[src/rtl/iter_divmod_16b8b.sv]
// iter_divmod_16b8b: 16/8 unsigned restoring divider resolving one quotient bit per cycle.
// Define DIVMOD_DIVZERO_FLAG_EN to add the divzero output flag.
module iter_divmod_16b8b (
  input  logic        clk,
  input  logic        reset,
  input  logic        in_val,
  output logic        in_rdy,
  input  logic [15:0] dividend,
  input  logic [7:0]  divisor,
  output logic        out_val,
  input  logic        out_rdy,
  output logic [15:0] quot,
  output logic [7:0]  rem
`ifdef DIVMOD_DIVZERO_FLAG_EN
  ,
  output logic        divzero
`endif
);
  typedef enum logic [1:0] {IDLE, CALC, DONE} state_t;
  state_t      r_state, w_next;
  logic [3:0]  r_cnt;
  logic [16:0] r_rem;
  logic [15:0] r_quot;
  logic [7:0]  r_div;
  logic [17:0] w_shift;
  logic [16:0] w_sub;
  logic        w_ge;
  // r_quot shifts dividend bits out of the top while quotient bits enter at the bottom
  assign w_shift = {r_rem, r_quot[15]};
  assign w_ge    = w_shift >= {10'd0, r_div};
  assign w_sub   = w_shift[16:0] - {9'd0, r_div};
  assign in_rdy  = r_state == IDLE;
  assign out_val = r_state == DONE;
  assign quot    = r_quot;
  assign rem     = r_rem[7:0];
  always_comb begin
    w_next = (r_state == IDLE && in_val) ? CALC :
             (r_state == CALC && r_cnt == 4'd15) ? DONE :
             (r_state == DONE && out_rdy) ? IDLE : r_state;
  end
  always_ff @(posedge clk) begin
    if (reset) begin
      r_state <= IDLE;
      r_cnt   <= 4'd0;
    end else begin
      r_state <= w_next;
      r_cnt   <= (r_state == CALC) ? r_cnt + 4'd1 : 4'd0;
    end
  end
  always_ff @(posedge clk) begin
    if (r_state == IDLE && in_val) begin
      r_rem  <= 17'd0;
      r_quot <= dividend;
      r_div  <= divisor;
    end else if (r_state == CALC) begin
      r_rem  <= w_ge ? w_sub : w_shift[16:0];
      r_quot <= {r_quot[14:0], w_ge};
    end
  end
`ifdef DIVMOD_DIVZERO_FLAG_EN
  logic r_dz;
  assign divzero = r_dz;
  always_ff @(posedge clk) begin
    if (reset) r_dz <= 1'b0;
    else if (r_state == CALC && r_cnt == 4'd15) r_dz <= r_div == 8'd0;
    else if (r_state == DONE && out_rdy) r_dz <= 1'b0;
  end
`endif
endmodule

[config.mk]
export PLATFORM = sky130hd
export DESIGN_NAME = iter_divmod_16b8b
export DESIGN_NICKNAME = d
export VERILOG_FILES = /design/src/rtl/iter_divmod_16b8b.sv
export SDC_FILE = /design/constraint.sdc
export NUM_CORES = 1
export LEC_CHECK = 0
export ABC_AREA = 1
export BUFFER_PORTS_ARGS = -buffer_cell sky130_fd_sc_hd__buf_4
export CAP_MARGIN = 20
export CORE_MARGIN = 2
export CORE_UTILIZATION = 44
export CTS_CLUSTER_DIAMETER = 80
export DETAILED_ROUTE_END_ITERATION = 6
export GPL_ROUTABILITY_DRIVEN = 0
export GPL_TIMING_DRIVEN = 0
export PLACE_DENSITY_LB_ADDON = 0.08
export RECOVER_POWER = 50
export SETUP_SLACK_MARGIN = 0.5
export SYNTH_ARGS = -nofsm -noshare
export SYNTH_HDL_FRONTEND = slang
export SYNTH_SLANG_ARGS = --single-unit
[constraint.sdc]
create_clock -name clk -period 2.49 [get_ports clk]
set_input_delay 0.249 -clock clk [delete_from_list [all_inputs] [get_ports clk]]
set_output_delay 0.249 -clock clk [all_outputs]
set_load 0.1 [all_outputs]
==> run summary <==
Critical Path End Type: output pin
Post-Synthesis Cell Area: 2730 um2
dpl ws: 348 ps
final worst setup slack: 480 ps
Synth cell types: 33
Clock power frac: 12.3%
Area Overhead vs Synth: 21.8%
Final HPWL DP: 4430 um
worst hold path class: primary input to flop
sequential power share: 25.6%
total gr overflow: 0
CTS Hold Buffers Added: 0
Synth Instances: 364
final instance area: 3320 um2
Worst Hold Path EP: r_state[1]
met3 usage: 4.13%
Critical Path AT: 1760 ps
Global Route Usage Sum: 19.1%
DR iter-0 viols: 106
crit path time final: 2010 ps
startpoint types: flop
setup TNS: 0 ps
combinational share of power: 62.1%
starting density of the core: 45.8%
Register-to-Register Setup Slack: 560 ps
Worst-Margin Slew: 1190 ps
Post-DRT Antenna Nets: 0
Post-Route WL: 6110 um
IO buf count: 53
most frequent cell after synthesis: nand2_1
grt met1 use: 24.8%
final clock skew: 4.65 ps
antenna violations before repair: 0
# clock sinks: 47
internal power: 2.18 mW
RSZ-0062 raised after global routing: yes
DR vias/cell: 4.79
reg2reg start: r_state[1]
Post-synth EDFFs: 24
share of layout cells above drive strength 1: 17.7%
synth top area cells: edfxtp_1, nand2_1, dfxtp_1
cell row count: 28
placed cell area: 3240 um2
Syn Nets: 402
die width: 82.7 um
Ys Warns: 0
maximum fanout along the worst path: 4
VDD IR max: 0.728 mV
FF-to-FF path depth: 7
Yosys top cell area share: 26.4%
number of global-route vias before repair: 2273
Ports: 54
H-tree depth: 2
Layout Utilization: 55.8%
Seq/Total Area, Yosys: 43.3%
largest net degree at the start of global routing: 18
WL per Instance: 12.1 um
Fin. Hold Viols: 0
power per cell area: 1410 nW/um2
fillers: 593
final setup fails: 0
root buf cell: clkbuf_8
clk_lat worst skew: 310 ps
period utilization: 80.7%
Core Region: 5960 um2
drc violations: 0
status: complete, no violations
syn_area_per_cell: 7.49 um2
Pins Over Slew Limit: 0
Critical Path RT: 2240 ps
total power: 4.68 mW
Max Freq: 0.497 GHz
Leak Pwr: 1.59 nW
NetSw: 2.50 mW
hold_sp: reset
sw frac: 53.3%
die area: 6850 um2
total CTS buffers: 5
Synth area leader: edfxtp_1
Final #Nets: 466
drt first pass iters: 4
Die H: 82.7 um
CTS tree: built
first-pass GRT wire length: 10100 um
clk slew on worst S/H paths: 90 ps
max_cap viols: 0
ANT cells: 0
fraction of registers with async set/reset: 0%
WS Path Type: flop to output pin
Max transition margin: 21.1%
top cells by count, synth: nand2_1, inv_1, nand3_1
Most used DFF post-synth: edfxtp_1
maximum clock path buffer count: 2
M2 GR Usage: 32.6%
Most Crowded Layer GR: met2
total number of vias: 2415
Synth Register Bits: 47
reg2reg end: quot[0]
Hold Crit Depth: 2
## layout by cell type (no fill, tap or decap), types with 2 or more instances in the layout
cell type and count:
ha_1 9, nand3_2 3, nand3_1 27, clkbuf_1 29, nand4_1 5, nand2_1 150, nand2_2 4, dfxtp_1 23
nor2_4 4, nor3_1 6, xnor2_1 3, a21oi_1 5, nor2_1 18, inv_1 38, clkinvlp_4 2, buf_2 3
edfxtp_1 24, nor2_2 4, clkbuf_4 8, buf_4 29, clkbuf_8 5, o21ai_1 7, nand3b_1 3, nand3_4 3
## sequential cells by signal (all words and copies together), names as in the netlist
signal   count
r_rem       17
quot        16
r_div        8
r_cnt        4
r_state      2
## repair_timing
| action | CTS | global route |
|---|---|---|
| resized for setup | 2 | 5 |
| gates cloned | 0 | 1 |
| endpoints found under the setup margin | 21 | 18 |
| pin swaps | 0 | 2 |
| setup buffers | 1 | 2 |
## power by group through the flow
stage / registers [mW] / clock network [mW] / logic, mW
6_report: 1.20 / 0.576 / 2.90
5_1_grt: 1.23 / 0.613 / 3.18
4_1_cts: 1.20 / 0.586 / 2.89
3_5_place_dp: 1.21 / 0 / 2.86
3_3_place_gp: 1.21 / 0 / 2.84
2_1_floorplan: 1.47 / 0 / 2.06
## metal layers
layer | vias up | routed length, um
met1 | 1081 | 2820
met2 | 48 | 2930
met5 | - | 0
li1 | 1278 | -
met4 | 0 | 91
met3 | 8 | 266
## kinds of logic (layout without fill, tap and decap cells)
| kind of cell | Yosys count | after routing | share of synthesized area, % |
|---|---|---|---|
| buffers and inverters | 55 | 119 | 9.22 |
| AND/OR/NAND/NOR | 231 | 232 | 37.9 |
| XOR/XNOR | 4 | 4 | 1.28 |
| AO/OA/AOI/OAI | 17 | 17 | 3.39 |
| adder cells (fa/ha/maj) | 10 | 10 | 4.86 |
| flip-flops | 47 | 47 | 43.3 |
## through the flow
| stage | hold WS (ps) | cells |
|---|---|---|
| after floorplan | 318 | 364 |
| after global placement | 427 | 492 |
| after detailed placement | 427 | 492 |
| after CTS | 101 | 501 |
| after global routing | 107 | 504 |
| final | 103 | 504 |
## worst max-delay path by stage
stage	start	endpoint	slack (ps)
CTS	quot[15]	quot[0]	530
global placement	r_state[1]	quot[0]	390
floorplan	quot[15]	quot[0]	200
detailed placement	r_state[1]	quot[12]	350
global route	r_state[1]	quot[2]	420
finish	r_state[1]	in_rdy	480
## layout make-up
cell class / instances / area, um2 / share of cell area [%]
plain buffers: 14 / 93.8 / 2.82
clock buffers: 6 / 72.6 / 2.18
clock inverters: 2 / 37.5 / 1.13
inverters: 41 / 160 / 4.82
multi-input cells: 263 / 1350 / 40.6
flip-flops and latches: 47 / 1180 / 35.5
well taps: 75 / 93.8 / 2.82
repair buffers: 56 / 335 / 10.1
## worst max-delay path, stage by stage (launching register included)
cell and delay [ps]:
dfxtp_1 340, nor2_1 220, clkbuf_1 890
(Power assumes the default switching activity.)
